<file path="src/rtl/issueque_int_if.sv">
// Dispatch / CDB / issue bus bundle for the integer issue queue.
// The master drives dispatch, CDB and grant; the slave is the queue itself.
interface issueque_int_if #(
    parameter int unsigned DEPTH = 4,
    parameter int unsigned TAGW  = 6
);
    localparam int unsigned CNTW = $clog2(DEPTH) + 1;

    logic            flush;
    logic            dispatch_en;
    logic [3:0]      dispatch_opcode;
    logic [31:0]     dispatch_rsdata;
    logic            dispatch_rsvalid;
    logic [TAGW-1:0] dispatch_rstag;
    logic [31:0]     dispatch_rtdata;
    logic            dispatch_rtvalid;
    logic [TAGW-1:0] dispatch_rttag;
    logic [TAGW-1:0] dispatch_rdtag;
    logic            cdb_valid;
    logic [TAGW-1:0] cdb_tagout;
    logic [31:0]     cdb_out;
    logic            issue_int;
    logic            ready_int;
    logic [3:0]      opcode;
    logic [31:0]     rsdata;
    logic [31:0]     rtdata;
    logic [TAGW-1:0] rdtag;
    logic            issueque_full;
    logic [CNTW-1:0] issueque_count;

    modport master (
        output flush, dispatch_en, dispatch_opcode, dispatch_rsdata, dispatch_rsvalid,
               dispatch_rstag, dispatch_rtdata, dispatch_rtvalid, dispatch_rttag,
               dispatch_rdtag, cdb_valid, cdb_tagout, cdb_out, issue_int,
        input  ready_int, opcode, rsdata, rtdata, rdtag, issueque_full, issueque_count
    );

    modport slave (
        input  flush, dispatch_en, dispatch_opcode, dispatch_rsdata, dispatch_rsvalid,
               dispatch_rstag, dispatch_rtdata, dispatch_rtvalid, dispatch_rttag,
               dispatch_rdtag, cdb_valid, cdb_tagout, cdb_out, issue_int,
        output ready_int, opcode, rsdata, rtdata, rdtag, issueque_full, issueque_count
    );
endinterface

</file>
<file path="src/rtl/issueque_int.sv">
// Age-ordered, compacting issue queue for the integer unit: entry 0 is oldest,
// the oldest entry with both operands captured is offered to the issue unit.
module issueque_int #(
    parameter int unsigned DEPTH = 4,
    parameter int unsigned TAGW  = 6
) (
    input  logic          clk,
    input  logic          reset,
    issueque_int_if.slave q
);
    localparam int unsigned CNTW = $clog2(DEPTH) + 1;
    localparam int unsigned IDXW = $clog2(DEPTH);

    typedef struct packed {
        logic            valid;
        logic [3:0]      opcode;
        logic [31:0]     rsdata;
        logic            rsvalid;
        logic [TAGW-1:0] rstag;
        logic [31:0]     rtdata;
        logic            rtvalid;
        logic [TAGW-1:0] rttag;
        logic [TAGW-1:0] rdtag;
    } entry_t;

    entry_t          ent_q [DEPTH];
    entry_t          ent_d [DEPTH];
    entry_t          ext   [DEPTH+1];
    entry_t          new_ent;
    logic [CNTW-1:0] count_q;
    logic [CNTW-1:0] count_d;
    logic [CNTW-1:0] wr_idx;
    logic [IDXW-1:0] sel_idx;
    logic            sel_found;
    logic            full;
    logic            do_issue;
    logic            do_disp;
    logic            rs_byp;
    logic            rt_byp;

    // Oldest ready entry wins: scan from the top so the lowest index lands last.
    always_comb begin
        sel_found = 1'b0;
        sel_idx   = '0;
        for (int i = DEPTH - 1; i >= 0; i--) begin
            if (ent_q[i].valid && ent_q[i].rsvalid && ent_q[i].rtvalid) begin
                sel_found = 1'b1;
                sel_idx   = IDXW'(i);
            end
        end
    end

    always_comb begin
        q.ready_int      = sel_found;
        q.opcode         = sel_found ? ent_q[sel_idx].opcode : 4'h0;
        q.rsdata         = sel_found ? ent_q[sel_idx].rsdata : 32'h0;
        q.rtdata         = sel_found ? ent_q[sel_idx].rtdata : 32'h0;
        q.rdtag          = sel_found ? ent_q[sel_idx].rdtag  : '0;
        q.issueque_full  = full;
        q.issueque_count = count_q;
    end

    assign full     = (count_q == CNTW'(DEPTH));
    assign do_issue = q.issue_int & sel_found;
    assign do_disp  = q.dispatch_en & ~full;
    assign wr_idx   = count_q - CNTW'(do_issue);
    assign count_d  = count_q + CNTW'(do_disp) - CNTW'(do_issue);
    assign rs_byp   = ~q.dispatch_rsvalid & q.cdb_valid & (q.cdb_tagout == q.dispatch_rstag);
    assign rt_byp   = ~q.dispatch_rtvalid & q.cdb_valid & (q.cdb_tagout == q.dispatch_rttag);

    // Incoming entry, with same-cycle CDB bypass on a missing operand.
    always_comb begin
        new_ent.valid   = 1'b1;
        new_ent.opcode  = q.dispatch_opcode;
        new_ent.rsvalid = q.dispatch_rsvalid | rs_byp;
        new_ent.rsdata  = rs_byp ? q.cdb_out : q.dispatch_rsdata;
        new_ent.rstag   = q.dispatch_rstag;
        new_ent.rtvalid = q.dispatch_rtvalid | rt_byp;
        new_ent.rtdata  = rt_byp ? q.cdb_out : q.dispatch_rtdata;
        new_ent.rttag   = q.dispatch_rttag;
        new_ent.rdtag   = q.dispatch_rdtag;
    end

    // Shift out the issued entry, wake operands in their new slots, then append.
    always_comb begin
        for (int i = 0; i < DEPTH; i++) ext[i] = ent_q[i];
        ext[DEPTH] = '0;
        for (int i = 0; i < DEPTH; i++) begin
            ent_d[i] = (do_issue && i >= int'(sel_idx)) ? ext[i+1] : ext[i];
            if (ent_d[i].valid && q.cdb_valid) begin
                if (!ent_d[i].rsvalid && ent_d[i].rstag == q.cdb_tagout) begin
                    ent_d[i].rsvalid = 1'b1;
                    ent_d[i].rsdata  = q.cdb_out;
                end
                if (!ent_d[i].rtvalid && ent_d[i].rttag == q.cdb_tagout) begin
                    ent_d[i].rtvalid = 1'b1;
                    ent_d[i].rtdata  = q.cdb_out;
                end
            end
            if (do_disp && int'(wr_idx) == i) ent_d[i] = new_ent;
        end
    end

    always_ff @(posedge clk) begin
        if (reset || q.flush) begin
            count_q <= '0;
            for (int i = 0; i < DEPTH; i++) ent_q[i] <= '0;
        end else begin
            count_q <= count_d;
            for (int i = 0; i < DEPTH; i++) ent_q[i] <= ent_d[i];
        end
    end
endmodule

</file>
<file path="src/flat_wrapper.sv">
// flat-port wrapper written by rule: the top's interface ports become plain ports
module issueque_int_flat 
#(
    parameter int unsigned DEPTH = 4,
    parameter int unsigned TAGW  = 6
)
  (clk, reset, q_flush, q_dispatch_en, q_dispatch_opcode, q_dispatch_rsdata, q_dispatch_rsvalid, q_dispatch_rstag, q_dispatch_rtdata, q_dispatch_rtvalid, q_dispatch_rttag, q_dispatch_rdtag, q_cdb_valid, q_cdb_tagout, q_cdb_out, q_issue_int, q_ready_int, q_opcode, q_rsdata, q_rtdata, q_rdtag, q_issueque_full, q_issueque_count);
  issueque_int_if #(.DEPTH(DEPTH), .TAGW(TAGW)) q_i ();
  input  logic clk;
  input  logic reset;
  input wire logic [$bits(q_i.flush)-1:0] q_flush;
  input wire logic [$bits(q_i.dispatch_en)-1:0] q_dispatch_en;
  input wire logic [$bits(q_i.dispatch_opcode)-1:0] q_dispatch_opcode;
  input wire logic [$bits(q_i.dispatch_rsdata)-1:0] q_dispatch_rsdata;
  input wire logic [$bits(q_i.dispatch_rsvalid)-1:0] q_dispatch_rsvalid;
  input wire logic [$bits(q_i.dispatch_rstag)-1:0] q_dispatch_rstag;
  input wire logic [$bits(q_i.dispatch_rtdata)-1:0] q_dispatch_rtdata;
  input wire logic [$bits(q_i.dispatch_rtvalid)-1:0] q_dispatch_rtvalid;
  input wire logic [$bits(q_i.dispatch_rttag)-1:0] q_dispatch_rttag;
  input wire logic [$bits(q_i.dispatch_rdtag)-1:0] q_dispatch_rdtag;
  input wire logic [$bits(q_i.cdb_valid)-1:0] q_cdb_valid;
  input wire logic [$bits(q_i.cdb_tagout)-1:0] q_cdb_tagout;
  input wire logic [$bits(q_i.cdb_out)-1:0] q_cdb_out;
  input wire logic [$bits(q_i.issue_int)-1:0] q_issue_int;
  output wire logic [$bits(q_i.ready_int)-1:0] q_ready_int;
  output wire logic [$bits(q_i.opcode)-1:0] q_opcode;
  output wire logic [$bits(q_i.rsdata)-1:0] q_rsdata;
  output wire logic [$bits(q_i.rtdata)-1:0] q_rtdata;
  output wire logic [$bits(q_i.rdtag)-1:0] q_rdtag;
  output wire logic [$bits(q_i.issueque_full)-1:0] q_issueque_full;
  output wire logic [$bits(q_i.issueque_count)-1:0] q_issueque_count;
  assign q_i.flush = q_flush;
  assign q_i.dispatch_en = q_dispatch_en;
  assign q_i.dispatch_opcode = q_dispatch_opcode;
  assign q_i.dispatch_rsdata = q_dispatch_rsdata;
  assign q_i.dispatch_rsvalid = q_dispatch_rsvalid;
  assign q_i.dispatch_rstag = q_dispatch_rstag;
  assign q_i.dispatch_rtdata = q_dispatch_rtdata;
  assign q_i.dispatch_rtvalid = q_dispatch_rtvalid;
  assign q_i.dispatch_rttag = q_dispatch_rttag;
  assign q_i.dispatch_rdtag = q_dispatch_rdtag;
  assign q_i.cdb_valid = q_cdb_valid;
  assign q_i.cdb_tagout = q_cdb_tagout;
  assign q_i.cdb_out = q_cdb_out;
  assign q_i.issue_int = q_issue_int;
  assign q_ready_int = q_i.ready_int;
  assign q_opcode = q_i.opcode;
  assign q_rsdata = q_i.rsdata;
  assign q_rtdata = q_i.rtdata;
  assign q_rdtag = q_i.rdtag;
  assign q_issueque_full = q_i.issueque_full;
  assign q_issueque_count = q_i.issueque_count;
  issueque_int #(.DEPTH(DEPTH), .TAGW(TAGW)) u_core (.clk(clk), .reset(reset), .q(q_i));
endmodule
</file>
<file path="config.mk">
export PLATFORM = sky130hd
export DESIGN_NAME = issueque_int_flat
export DESIGN_NICKNAME = d
export VERILOG_FILES = /design/src/rtl/issueque_int_if.sv /design/src/rtl/issueque_int.sv /design/src/flat_wrapper.sv
export SDC_FILE = /design/constraint.sdc
export NUM_CORES = 1
export LEC_CHECK = 0
export BUFFER_PORTS_ARGS = -buffer_cell sky130_fd_sc_hd__buf_2
export CORE_MARGIN = 2
export CORE_UTILIZATION = 43
export DETAILED_ROUTE_END_ITERATION = 10
export PLACE_DENSITY = 0.63
export SYNTH_ARGS = -nofsm -noshare
export SYNTH_HDL_FRONTEND = slang
export SYNTH_SLANG_ARGS = --single-unit
export TNS_END_PERCENT = 1
</file>
<file path="constraint.sdc">
create_clock -name clk -period 5.3 [get_ports clk]
set_input_delay 0.795 -clock clk [delete_from_list [all_inputs] [get_ports clk]]
set_output_delay 0.795 -clock clk [all_outputs]
set_load 0.01 [all_outputs]
</file>
---- Word level (Yosys, flattened, before mapping) ----
Memory sizes are Yosys's and may differ from the RTL's.
Cells that the tools add are included.
operators by class
  $add $sub $neg .......................... 3
  $mul .................................... 0
  div/mod/pow operators ................... 0
  order comparisons ....................... 3
  equal/unequal tests ..................... 14
  shifts and indexed selects .............. 0
  muxes and demuxes ....................... 45
  bitwise operators ....................... 15
  reduce and logical (&&, ||, !) cells .... 37
operators by type and width
  operator            number
  $mux 89             12
  $mux 33             16
  $mux 32             4
  $eq 6x6->1          10
  $logic_and 1x1->1   27
  $eq 3x3->1 const B  3
  $logic_not 1->1     8
  $mux 2              4
  $mux 1              7
  $and 1x1->1         6
  $mux 6              1
  $or 1x1->1          6
  $sub 3x1->3         2
  $ge 1x2->1 const A  2
  $mux 4              1
  $add 3x1->3         1
  $eq 3x2->1 const B  1
  $logic_not 3->1     1
  $not 1->1           3
  $ge 2x2->1 const A  1
  $logic_or 1x1->1    1
storage, ports and cells
  flip-flop bits (word level) ............. 3
  bits in latches ......................... 0
  bits in writable memories ............... 356
  memory bits (read-only) ................. 0
  bits of input ports ..................... 132
  output and inout port bits .............. 79
  memories ................................ 1
memories
  memory        depth  bits a word  read ports  clocked after Yosys merged registers in  write ports  RTL line            RTL
  u_core.ent_q  4      89           5           0                                        4            issueque_int.sv:26  entry_t ent_q [DEPTH];

---- Logic depth before layout (Yosys ltp) ----
An unclocked memory read counts as a cell.
  word-level depth ........................ 16
  gate-level depth with buffers ........... 15

---- Least setup slack after synthesis ----
OpenSTA, ideal clock, no wires.
  path kind ............................... input-to-reg
  start point ............................. input port q_issue_int
  end point ............................... memory u_core.ent_q[1][44] (netlist name)
  setup time .............................. 115 ps
  arrival ................................. 3049 ps
  required time ........................... 5185 ps
  setup slack ............................. 2135 ps
  stages .................................. 13
  path buffers ............................ 2
  cells stage by stage .................... inv_1 > a41o_1 > inv_1 > ha_1 > ha_1 > nand2_1 > nor2_1 > o21ai_0 > nor3_1 > clkbuf_1 > clkbuf_1 > o21ai_0 > and3_1
RTL lines
  what         RTL line            RTL
  from (decl)  flat_wrapper.sv:24  input wire logic [$bits(q_i.issue_int)-1:0] q_issue_int;
  to (decl)    issueque_int.sv:26

==> summary.md <==
| Metric | Value |
|---|---|
| Core Area | `just under 50000 sq um` |
| Buffers added on ports | `210` |
| DRT Pass-1 Iters | `8` |
| Slew headroom | `0.1507` |
| Status | `finished clean` |
| R2R Path Start | `u_core.ent_q[3][12]` |
| Post-synth net total | `a little under 3000` |
| Max VDD drop | `roughly 180 uV` |
| Die height | `between 200 and 250 um` |
| DIE WIDTH | `roughly 230 um` |
| Area post-placement | `22800 sq um` |
| Skew final | `roughly 0.012 ns` |
| DRC viols | `0` |
| Fill cells | `approximately 4700` |
| Post-synthesis sequential area ratio | `0.3340` |
| Hold Fails Final Rpt | `0` |
| HPWL after DPL | `between 40000 and 50000 um` |
| Synth Flop Type | `dfxtp_1` |
| Placed cell count | `3389` |
| Max-cap violations | `0` |
| Global-route wire length before repair | `124200 um` |
| Synth top area share | `0.3340` |
| Initial Util | `0.4378` |
| Post-CTS sizing | `0` |
| Initial drt markers | `around 2500` |
| Nets | `just under 3000` |
| DRT antenna net count | `0` |
| Total power | `6.430 mW` |
| CTS tree | `built` |
| Hold Path Class | `register to register` |
| Worst-Margin Slew | `1.274 ns` |
| Unrepaired setup endpoints after global routing | `false` |
| Die footprint | `a little over 50000 sq um` |
| Worst reg2reg setup slack | `between 1 and 1.5 ns` |
| CTS sink count | `359` |
| Root Buffer | `clkbuf_16` |
| Gr ovfl total | `0` |
| Largest net degree at the start of global routing | `205` |
| Postcts setup bufs | `0` |
| Asr flop ratio synth | `0` |
| Critical Path Source Type | `register` |
| Crit Path Max Fanout | `42` |
| PwrDens | `264.9 nW/um^2` |
| WL/cell | `approximately 23 um` |
| Synth Register Bits | `around 360` |
| GRT Total Usage | `0.2958` |
| Post-synth top area cell | `dfxtp_1` |
| Fin crit share | `0.7869` |
| Avg Synthesized Cell Area | `7.755 sq um` |
| Leading cell type in the layout, fill and taps excluded | `nand2_1` |
| H-tree Lvls | `2` |
| Worst-path clk slew | `roughly 0.060 ns` |
| Crit end category | `output port` |
| Ports | `between 200 and 250` |
| DR vias | `around 22000` |
| Crit path DAT | `between 3 and 4 ns` |
| Most frequent cells in the layout | `nand2_1 (405), dfxtp_1 (359), mux2i_1 (271), nor2_1 (268), buf_2 (210)` |
| Vias in the first global route | `around 22000` |
| R2R cell count | `11` |
| EDFF count, synth | `0` |
| Worst Setup Path Type | `register to output port` |
| Synthesized area | `approximately 22000 sq um` |
| Min Tclk post-route | `about 4.2 ns` |
| Insertion delay to the later sink of the worst-skew pair | `0.57 ns` |
| Final Max Slew Viols | `0` |
| Clock tree buffer depth | `3` |
| Vias per cell | `about 6.5` |
| Total Wirelength | `roughly 81000 um` |
| Layout cells sized above 1 | `0.1382` |
| Hold Buf Count CTS | `0` |
| Reg2Reg Capture Point | `u_core.ent_q[1][11]` |
| WP data required | `4.51 ns` |
| Leakage power | `around 11 nW` |
| Crit path to | `q_rtdata[14]` |
| Post-route non-filler standard cell count | `between 3000 and 4000` |
| RePlAce Congestion | `between 0.8 and 0.9` |
| Synthesized netlist cell count | `between 2000 and 3000` |
| Num CTS Buffers | `43` |
| Synthesis-to-finish area growth | `12.78%` |
| Top area cells in the synthesized netlist | `dfxtp_1 (33%), mux2i_1 (13%), nand2_1 (7.1%), nor2_1 (4.8%), clkbuf_1 (4.4%)` |
| Final instance area | `between 20000 and 25000 sq um` |
| Fin Setup TNS | `0 ns` |
| Worst Setup SP | `u_core.ent_q[2][51]` |
| Initial antenna violation count | `10` |
| Max Freq | `239.8 MHz` |
| Synth cell types | `54` |
| # rows | `a little over 80` |
| Setup-failing EPs final | `0` |
| Yosys warns | `0` |
flip-flops by register name (all words and copies together), names as in the netlist:
register,count
u_core.ent_q,356
u_core.q.issueque_count,3
how the worst min path moves through the flow:
stage                              startpoint                  end  cells after the start
after global placement     u_core.ent_q[0][1]   u_core.ent_q[0][1]                      2
after global routing       u_core.ent_q[0][3]   u_core.ent_q[0][3]                      2
after floorplan           u_core.ent_q[3][52]  u_core.ent_q[3][52]                      2
final                      u_core.ent_q[0][3]   u_core.ent_q[0][3]                      2
after detailed placement   u_core.ent_q[0][3]   u_core.ent_q[0][3]                      2
after CTS                  u_core.ent_q[0][3]   u_core.ent_q[0][3]                      2
synth_stat cells, types with 30 or more instances:
cell	count
mux2_2	32
a222oi_1	32
o221a_1	30
and4_1	37
inv_1	43
a21oi_1	105
a311oi_1	48
nand2_1	408
and3_1	77
o22ai_1	107
mux2i_1	271
o221ai_1	32
nor2_1	274
a221oi_1	34
nand3_1	105
dfxtp_1	359
buf_1	33
xor2_1	30
o21ai_0	76
nand4_1	67
clkbuf_1	252
nor2b_1	36
a211oi_1	50
nor3_1	78
cell type report:
cell class	instances	area (sq um)	area share
antenna	3	7.507	0.0003093
clock buffer	64	1308	0.05387
clock inverter	11	155.1	0.006392
inverter	43	161.4	0.006650
multi-input combinational	2064	13100	0.5399
sequential	359	7187	0.2961
tap	664	830.8	0.03423
timing repair buffer	259	1519	0.06258
logic make-up (layout without fill, tap and decap cells):
| kind of cell | count (synthesis) | in the layout | synth area share |
|---|---|---|---|
| buffers and inverters | 352 | 377 | 0.06366 |
| multiplexers | 303 | 303 | 0.1428 |
| other | 0 | 3 | 0 |
| AND/OR/NAND/NOR | 1135 | 1135 | 0.2469 |
| flip-flops | 359 | 359 | 0.3340 |
| adder cells (fa/ha/maj) | 5 | 5 | 0.003256 |
| XOR/XNOR | 55 | 55 | 0.02238 |
| AO/OA/AOI/OAI | 566 | 566 | 0.1871 |
power by group:
part / total [mW] / internal, mW / switching [mW] / leakage (nW)
clock network: 3.11 / 1.89 / 1.22 / 0.727
registers: 2.77 / 2.74 / 0.0266 / 2.90
logic: 0.556 / 0.187 / 0.369 / 7.01
layer usage:
layer / GRT usage / part of all wire
met1: 0.3772 / 0.41
met2: 0.4802 / 0.46
met3: 0.06531 / 0.094
met4: 0.1281 / 0.034
met5: 0 / 0.0012
stage by stage:
stage | setup slack, ns | hold slack [ns] | utilization
2_1_floorplan | 2.135 | 0.4578 | -
4_1_cts | 1.172 | 0.4861 | 0.4936
5_1_grt | 0.9162 | 0.5012 | 0.4938
3_5_place_dp | 0.8882 | 0.4726 | 0.4639
3_3_place_gp | 1.116 | 0.4673 | 0.4639
6_report | 1.129 | 0.4864 | 0.4938
critical path, cell delays in order (launching register included):
cell	delay, ns
dfxtp_1	0.44
nand3_1	0.18
a41o_1	0.31
nand2_4	0.65
buf_4	0.55
mux2i_1	0.27
o22ai_1	0.13
buf_2	0.23
No activity file was read; power rests on OpenSTA's default activity.
